`src/rtl/key_filter.sv`:
```
// rtl/key_filter.sv - push-button synchroniser, debouncer and press-edge detector (optional long press under KEY_LONG_PRESS_EN)
module key_filter #(
    parameter int unsigned DEB_CNT  = 1_000_000,
    parameter int unsigned LONG_CNT = 50_000_000
) (
    input  logic sclk,
    input  logic s_rst_n,
    input  logic key_in,
    output logic key_flag,
    output logic key_state,
    output logic key_long_flag
);

    localparam int unsigned DW = (DEB_CNT > 2) ? $clog2(DEB_CNT) : 1;
    localparam logic [DW-1:0] DEB_LAST = DW'(DEB_CNT - 1);

    typedef enum logic [1:0] {
        IDLE      = 2'd0,
        PRESS_DEB = 2'd1,
        DOWN      = 2'd2,
        REL_DEB   = 2'd3
    } state_t;

    state_t        state_q;
    logic [DW-1:0] cnt_q;
    logic          key_s1_q;
    logic          key_s2_q;

`ifdef KEY_LONG_PRESS_EN
    localparam int unsigned LW = (LONG_CNT > 2) ? $clog2(LONG_CNT) : 1;
    localparam logic [LW-1:0] LONG_LAST = LW'(LONG_CNT - 1);

    logic [LW-1:0] long_cnt_q;
    logic          long_done_q;
`endif

    // Two-flop synchroniser; idle level is released (1)
    always_ff @(posedge sclk or negedge s_rst_n) begin
        if (!s_rst_n) begin
            key_s1_q <= 1'b1;
            key_s2_q <= 1'b1;
        end else begin
            key_s1_q <= key_in;
            key_s2_q <= key_s1_q;
        end
    end

    // Debounce FSM with registered press pulse, debounced level and long-press pulse
    always_ff @(posedge sclk or negedge s_rst_n) begin
        if (!s_rst_n) begin
            state_q   <= IDLE;
            cnt_q     <= '0;
            key_flag  <= 1'b0;
            key_state <= 1'b1;
`ifdef KEY_LONG_PRESS_EN
            long_cnt_q    <= '0;
            long_done_q   <= 1'b0;
            key_long_flag <= 1'b0;
`endif
        end else begin
            key_flag <= 1'b0;
`ifdef KEY_LONG_PRESS_EN
            key_long_flag <= 1'b0;
`endif
            case (state_q)
                IDLE: begin
                    if (!key_s2_q) begin
                        state_q <= PRESS_DEB;
                        cnt_q   <= '0;
                    end
                end
                PRESS_DEB: begin
                    // A bounce on the final count still wins over acceptance
                    if (key_s2_q) begin
                        state_q <= IDLE;
                        cnt_q   <= '0;
                    end else if (cnt_q == DEB_LAST) begin
                        state_q   <= DOWN;
                        key_flag  <= 1'b1;
                        key_state <= 1'b0;
                        cnt_q     <= '0;
`ifdef KEY_LONG_PRESS_EN
                        long_cnt_q  <= '0;
                        long_done_q <= 1'b0;
`endif
                    end else begin
                        cnt_q <= cnt_q + 1'b1;
                    end
                end
                DOWN: begin
                    if (key_s2_q) begin
                        state_q <= REL_DEB;
                        cnt_q   <= '0;
                    end
`ifdef KEY_LONG_PRESS_EN
                    // Hold time keeps accumulating across release bounces; one pulse per press
                    if (!long_done_q) begin
                        if (long_cnt_q == LONG_LAST) begin
                            key_long_flag <= 1'b1;
                            long_done_q   <= 1'b1;
                        end else begin
                            long_cnt_q <= long_cnt_q + 1'b1;
                        end
                    end
`endif
                end
                REL_DEB: begin
                    if (!key_s2_q) begin
                        state_q <= DOWN;
                        cnt_q   <= '0;
                    end else if (cnt_q == DEB_LAST) begin
                        state_q   <= IDLE;
                        key_state <= 1'b1;
                        cnt_q     <= '0;
`ifdef KEY_LONG_PRESS_EN
                        long_cnt_q  <= '0;
                        long_done_q <= 1'b0;
`endif
                    end else begin
                        cnt_q <= cnt_q + 1'b1;
                    end
                end
                default: begin
                    state_q <= IDLE;
                    cnt_q   <= '0;
                end
            endcase
        end
    end

`ifndef KEY_LONG_PRESS_EN
    // No long-press detector in this build; LONG_CNT only appears so the expression folds to 0
    assign key_long_flag = (LONG_CNT == 0) && (LONG_CNT != 0);
`endif

endmodule

```
`config.mk`:
```
export PLATFORM = sky130hd
export DESIGN_NAME = key_filter
export DESIGN_NICKNAME = d
export VERILOG_FILES = /design/src/rtl/key_filter.sv
export SDC_FILE = /design/constraint.sdc
export NUM_CORES = 1
export LEC_CHECK = 0
export ABC_CLOCK_PERIOD_IN_PS = 3000
export BUFFER_PORTS_ARGS = -buffer_cell sky130_fd_sc_hd__buf_2
export CAP_MARGIN = 30
export CORE_MARGIN = 2
export CORE_UTILIZATION = 40
export DETAILED_ROUTE_END_ITERATION = 16
export GPL_TIMING_DRIVEN = 0
export PLACE_DENSITY = 0.6
export RECOVER_POWER = 50
export SLEW_MARGIN = 20
export SYNTH_ARGS = -nofsm -noshare
export SYNTH_HDL_FRONTEND = slang
export SYNTH_SLANG_ARGS = --single-unit
```
`constraint.sdc`:
```
create_clock -name sclk -period 3 [get_ports sclk]
set_clock_uncertainty 0.1 [all_clocks]
set_input_delay 0.9 -clock sclk [delete_from_list [all_inputs] [get_ports sclk]]
set_output_delay 0.9 -clock sclk [all_outputs]
set_load 0.01 [all_outputs]
```
After elaboration in Yosys (flattened, before gate mapping)
Cells that the tools add are included.
W data, S select, Z words.
{ "classes": {"addsub": 1, "n_eq_ne": 12, "n_mux": 21, "n_reduce_logical": 5} }
{ "op_table": {"columns": ["cell", "count"], "rows": [
  ["$mux W20", 5],
  ["$pmux W20 S4", 1],
  ["$add A20 B1 Y20 const B", 1],
  ["$eq A20 B20 Y1 const B", 1],
  ["$mux W2", 6],
  ["$ne A2 B2 Y1 const B", 6],
  ["$pmux W2 S4", 1],
  ["$mux W1", 7],
  ["$ne A3 B3 Y1 const B", 2],
  ["$reduce_and A5 Y1", 1],
  ["$eq A2 B2 Y1 const B", 2],
  ["$reduce_and A4 Y1", 1],
  ["$eq A2 B1 Y1 const B", 1],
  ["$logic_not A2 Y1", 1],
  ["$pmux W1 S2", 1],
  ["$reduce_and A2 Y1", 1],
  ["$reduce_bool A2 Y1", 1]
]} }
{ "totals": {"regBits": 26, "input_bits": 3, "elab_cells": 45} }

Depth between registers and ports, before layout
{ "logic_depth": {"depth_word": 4, "mapped_depth": 7, "ltp_nobuf": 6} }

Worst setup path before layout
OpenSTA, ideal clock, no wires.
{ "synth_path": {"path_kind": "register -> register", "startpoint": "reg cnt_q[8]", "endpoint": "reg cnt_q[7]", "setup_ns": 0.125, "arrival_time_ns": 1.726, "t_required_ns": 2.775, "setup_slack_ns": 1.050, "stages_incl_launch_ff": 7, "n_path_buf": 1, "synth_period_minus_slack_ns": 1.950, "cell_sequence": "dfrtp_1 -> or4b_1 -> nor3_2 -> a31o_2 -> buf_6 -> o21ai_2 -> mux2_2"} }
{ "synth_via": {"elab_chain_len": 4} }
{ "synth_rtl": {"columns": ["item", "line", "text"], "rows": [
  ["from (decl)", "25", "logic [DW-1:0] cnt_q;"],
  ["from (signal assigned)", "87", "cnt_q <= cnt_q + 1'b1;"],
  ["from (signal assigned)", "120", "cnt_q <= cnt_q + 1'b1;"],
  ["$eq A20 B20 Y1 *", "77, 111", null],
  ["$mux W20 *", "77, 111", null],
  ["$mux W20, on equally long branches", "108, 74", null],
  ["$pmux W20 S4 *", "65", "case (state_q)"]
]} }
Every way passes the cells marked *; elsewhere a longest branch is shown, timed or not.
A chain may end at the register's enable or synchronous reset.

Worst setup path in the final report
{ "layout_path": {"startpoint": "reg key_s2_q", "endpoint": "reg cnt_q[17]"} }
{ "layout_via": {"elab_chain_len": 2} }
{ "layout_rtl": {"columns": ["item", "line", "text"], "rows": [
  ["from (decl)", "27", "logic key_s2_q;"],
  ["from (signal assigned)", "44", "key_s2_q <= key_s1_q;"],
  ["$mux W20 (tied with other cells)", "108", "if (!key_s2_q) begin"],
  ["$pmux W20 S4 / $reduce_and A2 Y1 (equally long branches)", null, null]
]} }
Several ways; a longest one is shown, not always the timed one.

==> summary.md <==
The run finished with clean final reports. The tightest min-delay check is of the flip-flop to flip-flop type. The analysis attributes to cell leakage a power of 0.592 nW. The congestion estimate from routability-driven global placement came to 0.853. The fraction of final layout cells with drive strength greater than 1 is 14.6%, and the area of the core region is 3340 um2. The minimum clock period works out to 2.21 ns. Beginning of the worst hold path: key_s1_q$_DFF_PN1_. TritonCTS built the clock tree. The synthesized netlist contains 42 unique library cells. Cell seen most often among critical-path stages: nand2_1.

The kind of launch point of the worst setup path was a flip-flop. After clock tree synthesis, the clock-pin slew on the worst setup and hold paths is 0.15 ns. For the total cell area at the placement stage, the log shows 1470 um2. The clock network accounts for 25.1% of the total power.

The die is 63.0 um wide. The final routed DRC violation total came out at 0. The first global-routing pass estimated 4980 um of wire.

In this run the register-to-register setup slack is 0.79 ns. Yosys instantiated no cell more often than dfrtp_1. The worst pin sits at a relative slew slack of 8.17%.

In this run, post-CTS hold repair placed 0 buffers. In this design, the stage delay of the slowest critical-path cell is 0.59 ns. Area share of the largest cell type after synthesis: 41.3%. During synthesis, Yosys emitted a total of 0 warnings. The category of the critical setup timing path is flip-flop to flip-flop.

Ranked by instance count, the synthesized netlist is headed by 23 x dfrtp_1, 18 x nand2_1, 13 x o21ai_0. At the worst endpoint, the arrival time is 2.36 ns. The routed length per placed instance works out to 14.3 um.

For the antenna cell count, the log shows 0. The maximum vdd drop is 0.231 mV, and the number of hold violations in the final report is 0. The tools report the net load switching power as 0.356 mW. The via count of the first global-routing pass is 1062, and the maximum number of pins on one net before global-route repair is 27.

The biggest area contributor in the post-synthesis netlist is dfrtp_1. Dividing total power by cell area gives a power density of 640 nW/um2. The total overflow left after global routing is 0. Setup total negative slack on the finished layout was measured at 0 ns.

Based on the critical path, the design can be clocked at up to 0.453 GHz. Type of element capturing the critical path: a flip-flop. Net switching is 36.5% of the power.

The total of flip-flops plus latches after synthesis was 26; the placed wire-length estimate after detailed placement was 2030 um. In the synthesized netlist, the number of instances is 149. The floorplan has 21 rows. The count of flip-flops with a built-in enable after synthesis was 0.

For the worst setup path, the data required time is 3.16 ns. The part of the Yosys area used for sequential elements was 46.9%. The tools report the final wirelength as 2910 um. The share of total power dissipated in combinational logic is 33.1%. The first detailed-routing pass took 4 iterations. In this run the deepest clock path goes through 2 buffers.

The net total in the final layout was 162; the sequential power share was 41.8%. Measured along the y axis, the die boundary spans 63.0 um. For this configuration, the core starts out at a cell density of 41.8%. The count of buffers added by post-CTS timing repair for setup came out at 0. The maximum fanout along the worst path is 10. The clock tree root buffer cell is clkbuf_4. The run gives 0 as the number of antenna violations at the first check in global routing. The total internal power is 0.619 mW. The later pin in the worst-skew pair is clocked with a latency of 0.33 ns.

The post-synthesis cell area was 1390 um2. The logs give 62 for the number of violations reported at the end of detailed-routing iteration 0 and 0 for the count of pins over their slew limit. For the pin with the worst max-slew slack, the measured transition is 1.38 ns.

The boundary pin count was 6. For the overall routing resource usage, the log shows 16.0%. The tools report the number of clock sinks as 26. Setup repair after global routing left no endpoint under its margin.

Slowest stage cell on the critical path: dfstp_2. The number of nets in the synthesized netlist is 153. Worst flop-to-flop path startpoint: key_s2_q$_DFF_PN1_. For the quantity of gates resized following cts, the log shows 0. Die area: 3970 um2.

The tools report the number of max-cap violations as 0. In this run, CTS created clock tree buffers numbering 3. In this run the mean area of a mapped cell was 9.35 um2.

The gate family responsible for the most delay along the worst path is compound AO/OA/AOI/OAI gates. The number of nets with antenna violations after routing came out at 0. The tools report the endpoint of the worst register-to-register path as cnt_q[17]$_DFFE_PN0P_. Hold path depth: 0. The startpoint of the most critical setup path is key_s2_q$_DFF_PN1_. Walking the worst path, the cells encountered are xnor2_1, nand2_1, a31oi_2, buf_2, nand2_1, a31oi_1. The detailed-route vias per instance was 5.54. The most instantiated flip-flop cell in the synthesis netlist is dfrtp_1. With fillers left out, the area of the finished cells amounts to 1520 um2.

After synthesis, the cell types taking the most area are dfrtp_1 41%, dfstp_2 5.7%, nand2_1 4.8%. The path with the worst hold slack has its endpoint at key_s2_q$_DFF_PN1_. The total buffers and inverters traversed by the critical path works out to 1. Measured in cells, the most critical reg-to-reg path has a length of 6. The tools report the H-tree depth as 1.

Final-report setup violation count: 0. Number of I/O port buffers: 4. In the synthesized netlist the async set-or-reset flop fraction comes to 100%. The layout overhead on the synthesized area is 9.25%, and the post-route clock period utilization is 73.5%. The routed layout has 1125 vias.
## flip-flops by register name, summed over array words and instances, names as in the netlist, named ones only
register	cells
key_s1_q	1
state_q	1
key_s2_q	1
key_state	1
key_flag	1
cnt_q	20
## through the flow
step / hold slack [ns] / std cells / utilization (%) / setup WS [ns] / power (mW)
2_1_floorplan: 0.245 / 149 / - / 1.05 / 0.645
3_5_place_dp: 0.247 / 199 / 44.1 / 0.859 / 0.736
6_report: 0.266 / 203 / 45.6 / 0.794 / 0.975
4_1_cts: 0.268 / 203 / 45.7 / 0.821 / 0.982
3_3_place_gp: 0.248 / 199 / 44.1 / 0.842 / 0.732
5_1_grt: 0.269 / 203 / 45.6 / 0.636 / 1.04
## cells in the final DEF (no fill, tap or decap), drive strengths merged, types with 2 or more instances in the layout
cell type and instances:
clkbuf 7, mux2i 2, nand2 18, buf 7, nand2b 2, dfstp 3, dfrtp 23, nor4 3
a31oi 8, and3 3, o21ai 14, a22o 3, xnor2 4, a41oi 2, nor2 5, inv 6
a21oi 7, nor3 9, nand3 11, xor2 2, nand4 2
## worst max-delay path by stage
stage / endpoint / cells past startpoint
finish: cnt_q[17]$_DFFE_PN0P_ / 6
global route: cnt_q[14]$_DFFE_PN0P_ / 6
CTS: cnt_q[11]$_DFFE_PN0P_ / 6
detailed placement: cnt_q[11]$_DFFE_PN0P_ / 6
global placement: cnt_q[17]$_DFFE_PN0P_ / 6
floorplan: cnt_q[7]$_DFFE_PN0P_ / 6
## cell families (layout without fill, tap and decap cells)
kind of cell               after synthesis  count (layout)  share of synthesized area [%]
AOI/OAI and AO/OA                       39              39                           17.9
xor gates and xnor gates                 6               6                           3.77
adders and majority gates                1               1                          0.898
buffers and inverters                   13              21                           4.49
DFF                                     26              26                           46.9
muxes                                    3               3                           2.24
other                                    1               1                          0.269
and+or+nand+nor                         60              60                           23.5
## area by class of cell
cell class,count,area (um2)
plain buffers,7,40.0
clock buffers,3,22.5
multi-input cells,110,677
clock inverters,1,30.0
repair buffers,4,18.8
flip-flops and latches,26,654
inverters,6,22.5
fillers,349,1810
well taps,46,57.6
## worst reg2reg max path, delay by kind of cell, from the launching register on
kind	cells	cell delay (ns)
compound gates	2	0.63
xor+xnor	1	0.19
buf+inv	1	0.33
flops	1	0.59
simple gates	2	0.30
## power groups by stage
stage          sequential (mW)  clock [mW]  combinational (mW)
2_1_floorplan            0.407           0               0.238
3_3_place_gp             0.411           0               0.320
3_5_place_dp             0.414           0               0.322
4_1_cts                  0.407       0.252               0.323
5_1_grt                  0.414       0.268               0.363
6_report                 0.407       0.245               0.323
## layer usage
layer	wire length (um)	global-route usage, %
met4	49	7.50
met5	0	0
met2	1320	25.3
met3	95	3.06
met1	1450	21.0
No activity file was read; power rests on OpenSTA's default activity.
